==> src/rtl/dcache_arb_pkg.sv <==
// Shared definitions for the data-cache port arbiter: requester indices and
// the request payload record.
package dcache_arb_pkg;

    localparam int ARB_ADDR_W = 30;
    localparam int ARB_DATA_W = 32;

    localparam logic REQ_CPU = 1'b0;
    localparam logic REQ_DMA = 1'b1;

    typedef struct packed {
        logic [3:0]            we;
        logic [ARB_ADDR_W-1:0] addr;
        logic [ARB_DATA_W-1:0] wdata;
    } arb_req_t;

endpackage

==> src/rtl/dcache_port_arbiter.sv <==
// Arbitrates the single data-cache RAM port between the CPU memory stage and
// the DMA/debug engine, and steers each 1-cycle-late read result to its owner.
module dcache_port_arbiter
    import dcache_arb_pkg::*;
#(
    parameter int ADDR_W       = 30,
    parameter int DATA_W       = 32,
    parameter int STARVE_LIMIT = 4
) (
    input  logic                clk,
    input  logic                rst,

    input  logic                cpu_req_valid,
    output logic                cpu_req_ready,
    input  logic [DATA_W/8-1:0] cpu_req_we,
    input  logic [ADDR_W-1:0]   cpu_req_addr,
    input  logic [DATA_W-1:0]   cpu_req_wdata,
    output logic                cpu_resp_valid,
    output logic [DATA_W-1:0]   cpu_resp_rdata,

    input  logic                dma_req_valid,
    output logic                dma_req_ready,
    input  logic [DATA_W/8-1:0] dma_req_we,
    input  logic [ADDR_W-1:0]   dma_req_addr,
    input  logic [DATA_W-1:0]   dma_req_wdata,
    output logic                dma_resp_valid,
    output logic [DATA_W-1:0]   dma_resp_rdata,

    output logic [DATA_W/8-1:0] mem_write_en,
    output logic [ADDR_W-1:0]   mem_addr,
    output logic [DATA_W-1:0]   mem_in_data,
    input  logic [DATA_W-1:0]   mem_out_data
);

    localparam int CNT_W = 8;
    localparam logic [CNT_W-1:0] LIMIT = CNT_W'(STARVE_LIMIT);

    logic [CNT_W-1:0] starve_cnt;
    logic [CNT_W-1:0] starve_next;
    logic             starve_hit;
    logic             grant_cpu;
    logic             grant_dma;
    logic             resp_pending;
    logic             resp_owner;

    // Handshake: a request transfers when valid && ready. Requesters hold valid
    // and payload until ready; ready is a pure function of both valids and the
    // starvation count, never of ready itself.
    always_comb begin
        starve_hit = (starve_cnt == LIMIT);
        grant_dma  = dma_req_valid && (!cpu_req_valid || starve_hit);
        grant_cpu  = cpu_req_valid && !grant_dma;
    end

    assign cpu_req_ready = grant_cpu;
    assign dma_req_ready = grant_dma;

    always_comb begin
        starve_next = starve_cnt;
        if (!dma_req_valid || grant_dma) begin
            starve_next = '0;
        end else if (grant_cpu && !starve_hit) begin
            starve_next = starve_cnt + 1'b1;
        end
    end

    // With no grant the address/data lines idle on the CPU payload.
    always_comb begin
        mem_write_en = '0;
        mem_addr     = cpu_req_addr;
        mem_in_data  = cpu_req_wdata;
        if (grant_dma) begin
            mem_write_en = dma_req_we;
            mem_addr     = dma_req_addr;
            mem_in_data  = dma_req_wdata;
        end else if (grant_cpu) begin
            mem_write_en = cpu_req_we;
        end
    end

    always_ff @(posedge clk or posedge rst) begin
        if (rst) begin
            starve_cnt   <= '0;
            resp_pending <= 1'b0;
            resp_owner   <= REQ_CPU;
        end else begin
            starve_cnt   <= starve_next;
            resp_pending <= grant_cpu || grant_dma;
            if (grant_cpu || grant_dma) begin
                resp_owner <= grant_dma ? REQ_DMA : REQ_CPU;
            end
        end
    end

    assign cpu_resp_valid = resp_pending && (resp_owner == REQ_CPU);
    assign dma_resp_valid = resp_pending && (resp_owner == REQ_DMA);
    assign cpu_resp_rdata = mem_out_data;
    assign dma_resp_rdata = mem_out_data;

endmodule

==> config.mk <==
export PLATFORM = sky130hd
export DESIGN_NAME = dcache_port_arbiter
export DESIGN_NICKNAME = d
export VERILOG_FILES = /design/src/rtl/dcache_arb_pkg.sv /design/src/rtl/dcache_port_arbiter.sv
export SDC_FILE = /design/constraint.sdc
export NUM_CORES = 1
export LEC_CHECK = 0
export BUFFER_PORTS_ARGS = -buffer_cell sky130_fd_sc_hd__buf_2
export CAP_MARGIN = 20
export CELL_PAD_IN_SITES_DETAIL_PLACEMENT = 0
export CELL_PAD_IN_SITES_GLOBAL_PLACEMENT = 1
export CORE_MARGIN = 5
export CORE_UTILIZATION = 17
export DETAILED_ROUTE_END_ITERATION = 6
export PLACE_DENSITY = 0.85
export SYNTH_ARGS = -nofsm -noshare
export SYNTH_HDL_FRONTEND = slang
export SYNTH_SLANG_ARGS = --single-unit
export TNS_END_PERCENT = 5
==> constraint.sdc <==
create_clock -name clk -period 2 [get_ports clk]
set_input_delay 0.4 -clock clk [delete_from_list [all_inputs] [get_ports clk]]
set_output_delay 0.4 -clock clk [all_outputs]
set_load 0.02 [all_outputs]
; ---- Word level (Yosys, flattened, before mapping)
; Index checks and enable logic that the tools add are counted.
[word_totals]
wordCells = 26
reg_bits = 10
[op_classes]
n_addsub = 1
n_reduce_logical = 13
muxes = 7
bitwise_logic = 1
n_eq_ne = 1
[op_table]
columns = operator, n
row1 = two-way mux 32 bit, 1
row2 = two-way mux 30 bit, 1
row3 = two-way mux 8 bit, 2
row4 = adder 8 x 1 -> 8 bit (second input constant), 1
row5 = == test 8 x 3 -> 1 bit (second input constant), 1
row6 = two-way mux 4 bit, 2
row7 = logical AND 1 bit, 5
row8 = logical NOT 1 bit, 4
row9 = logical OR 1 bit, 3
row10 = nonzero test 2 bit, 1
row11 = two-way mux 1 bit, 1
row12 = NOT 1 bit, 1

; ---- Longest topological paths before layout
; Gate-level depths: netlist of the first run.
[logic_depth]
word_depth = 8
depth_mapped = 6
mapped_depth_nobuf = 6

; ---- Worst setup path after synthesis of the first run
; OpenSTA, ideal clock, no wires.
[synth_timing]
kind = reg2out
startpoint = register starve_cnt[0]
endpoint = output mem_addr[0]
stages_incl_launch_ff = 7
n_path_buf = 1
arrival_time_ps = 1609
slack_ps = -9
path_cell_list = dfrtp_1 -> inv_1 -> ha_1 -> nor4bb_4 -> a21oi_4 -> buf_6 -> mux2_4
[synth_via]
elab_chain_cells = 4
[synth_lines]
columns = element, line
row1 = "start, declared", dcache_port_arbiter.sv:38  ; logic [CNT_W-1:0] starve_cnt;
row2 = "start signal, assigned", dcache_port_arbiter.sv:87  ; starve_cnt <= starve_next;
row3 = == test 8 x 3 -> 1 bit, dcache_port_arbiter.sv:50  ; starve_hit = (starve_cnt == LIMIT);
row4 = logical OR 1 bit, dcache_port_arbiter.sv:51  ; grant_dma = dma_req_valid && (!cpu_req_valid || starve_hit);
row5 = logical AND 1 bit, dcache_port_arbiter.sv:51
row6 = two-way mux 30 bit, dcache_port_arbiter.sv:72  ; if (grant_dma) begin
row7 = "end, declared", dcache_port_arbiter.sv:30  ; output logic [ADDR_W-1:0] mem_addr,
; Every way passes these cells.

; ---- Final worst setup path of the first run
[layout_timing]
startpoint = register starve_cnt[0]
endpoint = output mem_in_data[2]
[layout_via]
elab_chain_cells = 4
[layout_lines]
columns = element, line
row1 = == test 8 x 3 -> 1 bit, dcache_port_arbiter.sv:50
row2 = logical OR 1 bit, dcache_port_arbiter.sv:51
row3 = logical AND 1 bit, dcache_port_arbiter.sv:51
row4 = two-way mux 32 bit, dcache_port_arbiter.sv:72
row5 = "end, declared", dcache_port_arbiter.sv:31  ; output logic [DATA_W-1:0] mem_in_data,
; Every way passes these cells.

==> results of run 1 <==
## registers in the layout, indices dropped and copies added, names as in the netlist
| signal | count |
|---|---|
| starve_cnt | 8 |
| resp_pending | 1 |
| resp_owner | 1 |
## cells by family (layout without fill, tap and decap cells)
logic type	Yosys count	after routing	share of synthesized area [%]
AND/OR/NAND/NOR	22	22	7.05
XOR/XNOR	3	3	1.29
AO/OA/AOI/OAI	14	14	4.97
multiplexers	62	62	45.2
flip-flops	10	10	12.3
buffers and inverters	76	243	28.0
adder cells (fa/ha/maj)	2	2	1.23
## power by group
group	internal, mW	switching [mW]	leakage [nW]	total (mW)
logic	0.420	0.340	1.69	0.760
clock network	0.301	0.0934	0.0442	0.394
registers	0.208	0.00276	0.133	0.211
## worst max-delay path, delay by kind of cell (launching register included)
family / cells / cell delay (ps)
AND/OR/NAND/NOR: 1 / 280
buffers and inverters: 4 / 550
AO/OA/AOI/OAI: 1 / 110
flip-flops: 1 / 370
multiplexers: 1 / 300
adder cells (fa/ha/maj): 1 / 150
## synthesized netlist by cell type, drive strengths merged (2+ instances only)
| cell type | number | area share (%) |
|---|---|---|
| dfrtp | 10 | 12 |
| a21o | 2 | 0.74 |
| inv | 6 | 1.1 |
| mux2 | 62 | 45 |
| nor2 | 5 | 0.92 |
| ha | 2 | 1.2 |
| nand3 | 3 | 0.74 |
| or3 | 3 | 0.98 |
| nand2 | 3 | 0.55 |
| xor2 | 2 | 0.86 |
| buf | 70 | 27 |
| a22o | 4 | 1.7 |
| o21ai | 3 | 0.74 |
| a21oi | 5 | 1.8 |
## through the flow
step / utilization, % / area [µm²]
6_report: 27.1 / 3230
5_1_grt: 27.1 / 3230
4_1_cts: 26.6 / 3170
3_5_place_dp: 24.5 / 2920
3_3_place_gp: 24.5 / 2920
2_1_floorplan: - / 2040
## worst paths after layout
path                                    start        endpoint  slack (ps)  cells past startpoint
worst max-delay path            starve_cnt[0]  mem_in_data[2]        -400                      8
worst min-delay path                      rst   starve_cnt[5]         140                      2
worst max register to register  starve_cnt[0]      resp_owner         330                      9
worst min register to register     resp_owner      resp_owner         510                      1
max in group asynchronous                 rst   starve_cnt[3]        1580                      2
min in group clk                dma_req_valid    resp_pending         400                      2
## per-layer routing
metal | wire [µm] | track usage [%]
met1 | 2750 | 10.4
met2 | 3660 | 16.6
met3 | 962 | 4.15
met4 | 95 | 2.43
met5 | 0 | 0
## what timing repair did
| action | 4_1_cts | 5_1_grt |
|---|---|---|
| resized for setup | 50 | 17 |
| hold buffers | 0 | 0 |
| endpoints found under the setup margin | 68 | 68 |
| setup buffers | 1 | 1 |
| pin swaps | 2 | 2 |
## area by class of cell
| type | instances | share of cell area [%] |
|---|---|---|
| Clock buffer | 4 | 2.75 |
| Inverter | 6 | 0.853 |
| Multi-Input combinational cell | 103 | 38.1 |
| Sequential cell | 10 | 7.75 |
| Tap cell | 147 | 5.70 |
| Timing Repair Buffer | 233 | 44.9 |
==> metrics.md, run 1 <==
| Metric | Value |
|---|---|
| Outcome | `finished, violations left` |
| Failing checks | `negative setup slack` |
| Area Growth Syn to Fin | `58.2%` |
| Netlist cell types | `28` |
| Vias post-DR | `1998` |
| Syn nets | `359` |
| Starting density of the core | `around 17%` |
| Crit Path Max Fanout | `15` |
| Initial antenna violation count | `0` |
| Die width | `120 µm` |
| Ys flop type | `dfrtp_1` |
| Sum Neg Setup Slack | `-23830 ps` |
| Leak | `1.86 nW` |
| Final Max Tran Viols | `0` |
| First-pass GRT wire length | `11000 µm` |
| Pwr Total | `1.36 mW` |
| Pwr dens | `roughly 420 mW/mm²` |
| Area of the multi-input gates | `0.00123 mm²` |
| RSZ-0062 raised after global routing | `yes` |
| Placed Instances | `around 500` |
| Critical Path End Type | `primary output` |
| Via/cell ratio | `3.97` |
| Clock sinks | `10` |
| Ant diodes | `0` |
| CTS clk-pin slew, worst paths | `40 ps` |
| Worst Skew | `about 0.64 ps` |
| Max-cap violations | `0` |
| Final hold slack | `approximately 140 ps` |
| TritonCTS Buffers | `3` |
| CP Data Arrival Time | `2000 ps` |
| Number of global-route vias before repair | `approximately 2200` |
| Post-route clock period utilization | `120%` |
| CP peak stage delay | `roughly 370 ps` |
| Ys async rst share | `100%` |
| Worst setup slack after layout | `-402 ps` |
| Worst IR Drop VDD | `between 0.2 and 0.25 mV` |
| GPL Wtd Cong | `between 0.8 and 0.9` |
| Layout cell share with drive strength beyond 1 | `86.2%` |
| Grt ovf | `0` |
| Non-Filler Instances | `503` |
| Synth warn | `0` |
| Number of fill cells | `~1200` |
| Routed wire length | `7460 µm` |
| Pin count of the biggest net entering global routing | `16` |
| Detail Route Antenna Nets | `0` |
| Fin crit period | `2400 ps` |
| Commonest non-fill, non-tap cells in the layout | `163 x buf_2, 60 x mux2_4, 46 x buf_4` |
| Total Nets Final | `527` |
| Hold Crit Class | `in -> async` |
| H-tree depth | `1` |
| # IOs | `~300` |
| Row count | `40` |
| Syn Inst Count | `between 150 and 200` |
| HPWL Detailed | `approximately 6500 µm` |
| Crit-path most repeated cell | `buf_4` |
| Chip height | `roughly 120 µm` |
| CTS tree | `yes` |
| WS Path Type | `reg -> out` |
| All-Layer GR Usage | `roughly a tenth` |
| Die area | `0.0143 mm²` |
| Netlist Area Pre-Place | `approximately 0.0020 mm²` |
| Req. time, crit path | `between 1500 and 2000 ps` |
| Worst slew pin tran | `between 300 and 400 ps` |
| Post-synth EDFFs | `0` |
| Root buf cell | `clkbuf_16` |
| Sequential fraction of the synthesis area | `between 10% and 20%` |
| Crit start category | `flop` |
| Slew margin rel. | `around 74%` |
| Commonest non-fill, non-tap cell in the layout | `buf_2` |
| Core Area | `about 0.012 mm²` |
| Drt wl/cell | `14.8 µm` |
| Synthesized flop and latch total | `10` |
| # port buffers | `about 210` |
| Post-route DRC | `0` |
| Worst path cell trace | `inv_1 -> ha_1 -> nor4bb_4 -> a21oi_4 -> buf_12 -> buf_4 -> mux2_4 -> buf_4` |
| Max Fclk | `around 420 MHz` |
| Area occupied by registers | `around 250 µm²` |
| DRT Pass-1 Iters | `4` |
| Final Hold Fails | `0` |
| Initial DRC count | `83` |
| Longest Clk Path Bufs | `2` |
| Final setup vio count | `slightly below 70` |
| Syn Area/Cell | `10.8 µm²` |
| Clk Latency, worst-skew pair | `240 ps` |
| Critical path's slowest cell | `dfrtp_1` |
| Setup WS pre-CTS | `-184 ps` |
Note: power is estimated with default switching activity, not from simulation.
==> inputs of run 2 (changes only) <==
--- a/config.mk
+++ b/config.mk
@@ -11,5 +11,5 @@
 export CELL_PAD_IN_SITES_GLOBAL_PLACEMENT = 1
-export CORE_MARGIN = 5
-export CORE_UTILIZATION = 17
+export CORE_AREA = 5 5 113 115
 export DETAILED_ROUTE_END_ITERATION = 6
+export DIE_AREA = 0 0 118 120
 export PLACE_DENSITY = 0.85
==> constraint.sdc (replaced) <==
create_clock -name clk -period 2.44 [get_ports clk]
set_input_delay 0.488 -clock clk [delete_from_list [all_inputs] [get_ports clk]]
set_output_delay 0.488 -clock clk [all_outputs]
set_load 0.05 [all_outputs]
==> metrics.md, run 2 (synthesis gave the netlist of run 1 again) <==
| Metric | Value |
|---|---|
| Detail Route Antenna Nets | `0 (unchanged)` |
| Initial antenna violation count | `0 (unchanged)` |
| Worst slew pin tran | `413 ps (+17.1 ps)` |
| Max Fclk | `~400 MHz` |
| # IOs | `302 (unchanged)` |
| CTS tree | `yes` |
| Clock sinks | `10 (unchanged)` |
| Top Registers | `starve_cnt: 8 flops, resp_owner: 1 flops, resp_pending: 1 flops` |
| Post-route DRC | `0 (unchanged)` |
| Starting density of the core | `17.4% (+0.29 points)` |
| Number of fill cells | `1178 (-3.6%)` |
| Worst reg2reg endpoint | `starve_cnt[2]` |
| Crit Path Max Fanout | `14 (-1)` |
| Worst Skew | `0.526 ps (-0.112 ps)` |
| Row count | `40 (unchanged)` |
| HPWL Detailed | `6910 µm (+5.5%)` |
| Commonest non-fill, non-tap cell in the layout | `buf_2` |
| CTS clk-pin slew, worst paths | `40 ps (about the same)` |
| Fin crit period | `roughly 2500 ps` |
| Final Hold Fails | `0 (unchanged)` |
| Setup WS pre-CTS | `-94.1 ps (+89.5 ps)` |
| First-pass GRT wire length | `11700 µm (+6.5%)` |
| Hold Buf Count CTS | `0 (unchanged)` |
| Die width | `118 µm (-1.3%)` |
| Commonest non-fill, non-tap cells in the layout | `141 x buf_2, 60 x mux2_4, 60 x buf_6` |
| Hold Crit Class | `in -> async` |
| GPL Wtd Cong | `0.842 (+1.4%)` |
| DRT Pass-1 Iters | `5 (+1)` |
| H-tree depth | `1 (unchanged)` |
| Area Growth Syn to Fin | `65.1%` |
| Slew margin rel. | `72.5% (-1.1 points)` |
| Layout cell share with drive strength beyond 1 | `85.9% (-0.36 points)` |
| Ant diodes | `0 (unchanged)` |
| Critical Path End Type | `primary output` |
| Drt wl/cell | `16.4 µm (+11%)` |
| Clk Latency, worst-skew pair | `240 ps (about the same)` |
| Post-route clock period utilization | `103%` |
| Max-cap violations | `0 (unchanged)` |
| Die area | `0.0142 mm² (-0.95%)` |
| Largest register FFs | `8 (unchanged)` |
| Grt ovf | `0 (unchanged)` |
| Leak | `1.89 nW (+1.5%)` |
| Pin count of the biggest net entering global routing | `18 (+2)` |
| Pint | `810 µW (-13%)` |
| Routed wire length | `8110 µm (+8.6%)` |
| Final Max Tran Viols | `0 (unchanged)` |
| Core Area | `0.0117 mm² (-1.7%)` |
| Crit start category | `flop` |
| Worst IR Drop VDD | `0.209 mV (-13%)` |
| All-Layer GR Usage | `10.3% (+0.83 points)` |
| Fin util | `28.8% (+1.7 points)` |
| Vias post-DR | `1964 (-1.7%)` |
| Via/cell ratio | `3.98 (about the same)` |
| # port buffers | `205 (unchanged)` |
| Number of global-route vias before repair | `2106 (-3.8%)` |
| R2r startpoint | `starve_cnt[0]` |
| Root buf cell | `clkbuf_16` |
| Flop2flop setup slack | `910 ps (+580 ps)` |
| Initial DRC count | `56 (-33%)` |
| Total Nets Final | `518 (-1.7%)` |
| Register-to-Register Path Depth | `6 (-3)` |
| RSZ-0062 raised after global routing | `yes` |
| CP Data Arrival Time | `2020 ps (+20 ps)` |
| Chip height | `120 µm (+0.36%)` |
| Top reg by flops | `starve_cnt` |
| Final setup vio count | `59 (-13%)` |
| Pwr Total | `1.39 mW (+1.7%)` |
| Pwr dens | `412 mW/mm² (-2.5%)` |
| Worst setup slack after layout | `-63.8 ps (+338 ps)` |
| Req. time, crit path | `1950 ps (+350 ps)` |
| Longest Clk Path Bufs | `2 (unchanged)` |
| Sw Pwr | `578 µW (+33%)` |
| Outcome | `finished, violations left` |
| Clk network pwr share | `23.4% (-5.5 points)` |
| WS Path Type | `reg -> out` |
| Flop pwr share | `12.5% (-3.0 points)` |
| Switching Share | `41.7% (+9.7 points)` |
| Failing checks | `negative setup slack` |
| Combinational group share of total power | `64.1% (+8.4 points)` |
| TritonCTS Buffers | `3 (unchanged)` |
## run 2: cell types whose count changed in the layout (fill, tap and decap cells not counted), moves of 2 or more
cell | before | now
buf_6 | 22 | 60
buf_4 | 46 | 17
clkbuf_4 | 0 | 2
buf_2 | 163 | 141
## run 2: area by class of cell
class / count / area [µm²] / share of cell area, %
timing repair buffer: 224 / 1600 / 47.5
multi-input combinational: 103 / 1220 / 36.3
sequential: 10 / 250 / 7.43
tap: 147 / 184 / 5.46
clock buffer: 4 / 88.8 / 2.64
inverter: 6 / 22.5 / 0.669
## run 2: worst max-delay path: stages (launching register included)
cell	delay, ps
dfrtp_1	370
inv_1	60
ha_1	150
nor4bb_4	280
a21oi_4	100
buf_12	170
buf_6	140
mux2_4	340
buf_6	160
## run 2: timing repair
item,4_1_cts,5_1_grt
gates resized for setup,121,7
buffers inserted,4,0
setup endpoints to repair,66,65
hold endpoints to repair,0,0
pin swaps,1,0
## run 2: through the flow
stage          hold slack [ps]  instances  area, µm²  setup TNS (ps)
2_1_floorplan              328        189       2040               0
3_3_place_gp               482        486       2860            -401
3_5_place_dp               494        486       2860           -1310
4_1_cts                    245        494       3350           -3110
5_1_grt                    291        494       3370           -6300
6_report                   234        494       3370           -1920
## run 2: per-layer routing
layer / global-route usage [%] / routed length (µm) / vias up / part of all wire [%]
met5: 0 / 0 / - / 0
met4: 2.15 / 56 / 0 / 0.69
met3: 5.84 / 1090 / 8 / 13
met2: 17.5 / 4030 / 153 / 50
met1: 11.2 / 2930 / 898 / 36
li1: - / - / 905 / -
## run 2: worst max-delay path by stage
stage	from	endpoint	cells past startpoint
CTS	starve_cnt[0]	mem_addr[10]	8
floorplan	starve_cnt[0]	mem_write_en[0]	5
global route	starve_cnt[0]	mem_addr[10]	8
global placement	dma_req_valid	mem_addr[10]	8
finish	starve_cnt[0]	mem_addr[10]	8
detailed placement	dma_req_valid	mem_addr[10]	8
## run 2: power groups by stage
| stage | logic (mW) | registers, mW | clock network, mW |
|---|---|---|---|
| after floorplan | 0.826 | 0.175 | 0 |
| after global placement | 0.757 | 0.175 | 0 |
| after detailed placement | 0.765 | 0.175 | 0 |
| after CTS | 0.888 | 0.173 | 0.329 |
| after global routing | 0.924 | 0.173 | 0.337 |
| final | 0.890 | 0.173 | 0.325 |
==> inputs of run 3 (changes only) <==
Settings changed: CELL_PAD_IN_SITES_DETAIL_PLACEMENT 0 to not set, CELL_PAD_IN_SITES_GLOBAL_PLACEMENT 1 to not set, CORE_AREA 5 5 113 115 to 5 5 114 116, DIE_AREA 0 0 118 120 to 0 0 119 121, PLACE_DENSITY 0.85 to 0.59.
==> metrics.md, run 3 (synthesis gave the netlist of run 1 again) <==
| Metric | Value |
|---|---|
| Outcome | `finished, violations left` |
| Failing checks | `negative setup slack` |
| CP Data Arrival Time | `2020 ps (about the same)` |
| Crit path from | `starve_cnt[0]` |
| Starting density of the core | `17.3% (-0.15 points)` |
| DRT Pass-1 Iters | `4 (-1)` |
| Vias post-DR | `1896 (-3.5%)` |
| Sum Neg Setup Slack | `-2800 ps (-881 ps)` |
| Total Nets Final | `517 (-0.19%)` |
| Non-Filler Instances | `492 (-0.40%)` |
| Ant diodes | `0 (unchanged)` |
| DR top layer | `met4` |
| Via/cell ratio | `3.85 (-3.1%)` |
| Top Registers | `starve_cnt: 8 flops, resp_owner: 1 flops, resp_pending: 1 flops` |
| Worst reg2reg endpoint | `resp_owner` |
| # port buffers | `205 (unchanged)` |
| Fin crit period | `2510 ps (+4.74 ps)` |
| Placed Instances | `488 (+0.41%)` |
| Pwr dens | `400 mW/mm² (-2.9%)` |
| Top reg by flops | `starve_cnt` |
| Critical Path End | `mem_in_data[1]` |
| HPWL Detailed | `6580 µm (-4.8%)` |
| Initial antenna violation count | `0 (unchanged)` |
| Worst setup slack after layout | `-68.5 ps (-4.74 ps)` |
| CTS clk-pin slew, worst paths | `40 ps (about the same)` |
| Crit Path Max Fanout | `16 (+2)` |
| Final hold slack | `226 ps (-8.26 ps)` |
| Hold Crit Class | `in -> async` |
| Chip height | `121 µm (+0.83%)` |
| Longest Clk Path Bufs | `2 (unchanged)` |
| Hold Buf Count CTS | `0 (unchanged)` |
| Core Area | `0.0118 mm² (+0.85%)` |
| Number of global-route vias before repair | `2037 (-3.3%)` |
| GPL Wtd Cong | `0.839 (-0.30%)` |
| Req. time, crit path | `1950 ps (about the same)` |
| Final Hold Fails | `0 (unchanged)` |
| M1 WL | `2550 µm (-13%)` |
| Root buf cell | `clkbuf_16` |
| Critical Path End Type | `primary output` |
| CTS tree | `yes` |
| Final setup vio count | `60 (+1.7%)` |
| Post-route clock period utilization | `103% (+0.19 points)` |
| Die area | `0.0144 mm² (+1.7%)` |
| Worst slew pin tran | `386 ps (-26.4 ps)` |
| Post-CTS Repair Setup Buffers | `0 (-4)` |
| Routed length on met2 | `4210 µm (+4.4%)` |
| RSZ-0062 raised after global routing | `yes` |
| Crit start category | `flop` |
| Area Growth Syn to Fin | `64.9%` |
| First-pass GRT wire length | `11100 µm (-5.2%)` |
| Drt wl/cell | `15.8 µm (-3.7%)` |
| Pin count of the biggest net entering global routing | `20 (+2)` |
| H-tree depth | `1 (unchanged)` |
| All-Layer GR Usage | `9.54% (-0.72 points)` |
| Max Fclk | `399 MHz (-0.19%)` |
| Post-route DRC | `0 (unchanged)` |
| Met3 Routed Length | `988 µm (-9.3%)` |
| Slew margin rel. | `74.2% (+1.8 points)` |
| Die width | `119 µm (+0.85%)` |
| Final Max Tran Viols | `0 (unchanged)` |
| WS Path Type | `reg -> out` |
| Grt ovf | `0 (unchanged)` |
| Detail Route Antenna Nets | `0 (unchanged)` |
| Routed wire length | `7780 µm (-4.1%)` |
| Worst IR Drop VDD | `0.346 mV (+66%)` |
| Flop2flop setup slack | `690 ps (-220 ps)` |
| Max-cap violations | `0 (unchanged)` |
| # IOs | `302 (unchanged)` |
| Initial DRC count | `28 (-50%)` |
| Commonest non-fill, non-tap cell in the layout | `buf_2` |
| Worst Skew | `0.607 ps (+0.0812 ps)` |
| Layout cell share with drive strength beyond 1 | `85.8% (about the same)` |
| Clock sinks | `10 (unchanged)` |
| Largest register FFs | `8 (unchanged)` |
| R2r startpoint | `starve_cnt[0]` |
| Leak | `1.89 nW (about the same)` |
| TritonCTS Buffers | `3 (unchanged)` |
| Commonest non-fill, non-tap cells in the layout | `144 x buf_2, 61 x buf_6, 60 x mux2_4` |
| Clk Latency, worst-skew pair | `230 ps (about the same)` |
| Row count | `40 (unchanged)` |
| Register-to-Register Path Depth | `9 (+3)` |
==> run 3: changes by cell type in the layout (fill, tap and decap cells not counted) <==
cell,previous run,this run
buf_12,3,1
buf_16,0,1
buf_2,141,144
buf_4,17,14
buf_6,60,61
clkbuf_16,3,4
clkbuf_4,2,0
clkbuf_8,1,0
nor4b_2,1,0
nor4b_4,0,1
==> run 3: worst min path at each step <==
stage | start | endpoint | slack, ps | cells past startpoint
finish | rst | starve_cnt[6] | 230 | 2
detailed placement | resp_owner | resp_owner | 480 | 1
CTS | rst | starve_cnt[6] | 240 | 2
floorplan | rst | resp_owner | 330 | 1
global placement | rst | starve_cnt[6] | 480 | 2
global route | rst | starve_cnt[6] | 260 | 2
==> run 3: area by class of cell <==
type,count,area (µm²)
Clock buffer,3,75.1
Sequential cell,10,250
Inverter,6,22.5
Timing Repair Buffer,223,1600
Fill cell,1206,8450
Multi-Input combinational cell,103,1230
Tap cell,147,184
==> run 3: what timing repair did <==
action / in CTS / in global routing
gates resized for setup: 122 / 4
pin swaps: 1 / 0
endpoints found under the hold margin: 0 / 0
endpoints found under the setup margin: 67 / 67
gates cloned: 0 / 1
==> run 3: worst max-delay path, cell delays in order, from the launching register on <==
cell and delay, ps:
dfrtp_1 380, inv_1 60, ha_1 140, nor4bb_4 270
a21oi_4 100, buf_12 170, clkbuf_16 180, mux2_4 300
buf_6 150
==> run 3: per-layer routing <==
metal / up-vias / GRT usage, %
met4: 0 / 1.59
li1: 903 / -
met1: 853 / 8.97
met2: 136 / 18.1
met3: 4 / 5.55
met5: - / 0
==> run 3: report_power, final <==
group	internal [mW]	switching [mW]
Sequential	0.171	0.00219
Combinational	0.393	0.500
Clock	0.212	0.0686
Total	0.776	0.570
==> run 3: per-stage QoR <==
step / total power [mW] / cell area (µm²) / util [%] / worst slack [ps]
2_1_floorplan: 1.00 / 2040 / - / 61.5
3_3_place_gp: 0.939 / 2860 / 24.2 / 28.3
3_5_place_dp: 0.946 / 2860 / 24.2 / 14.3
4_1_cts: 1.35 / 3320 / 28.1 / -102
5_1_grt: 1.40 / 3360 / 28.5 / -175
6_report: 1.35 / 3360 / 28.5 / -68.5
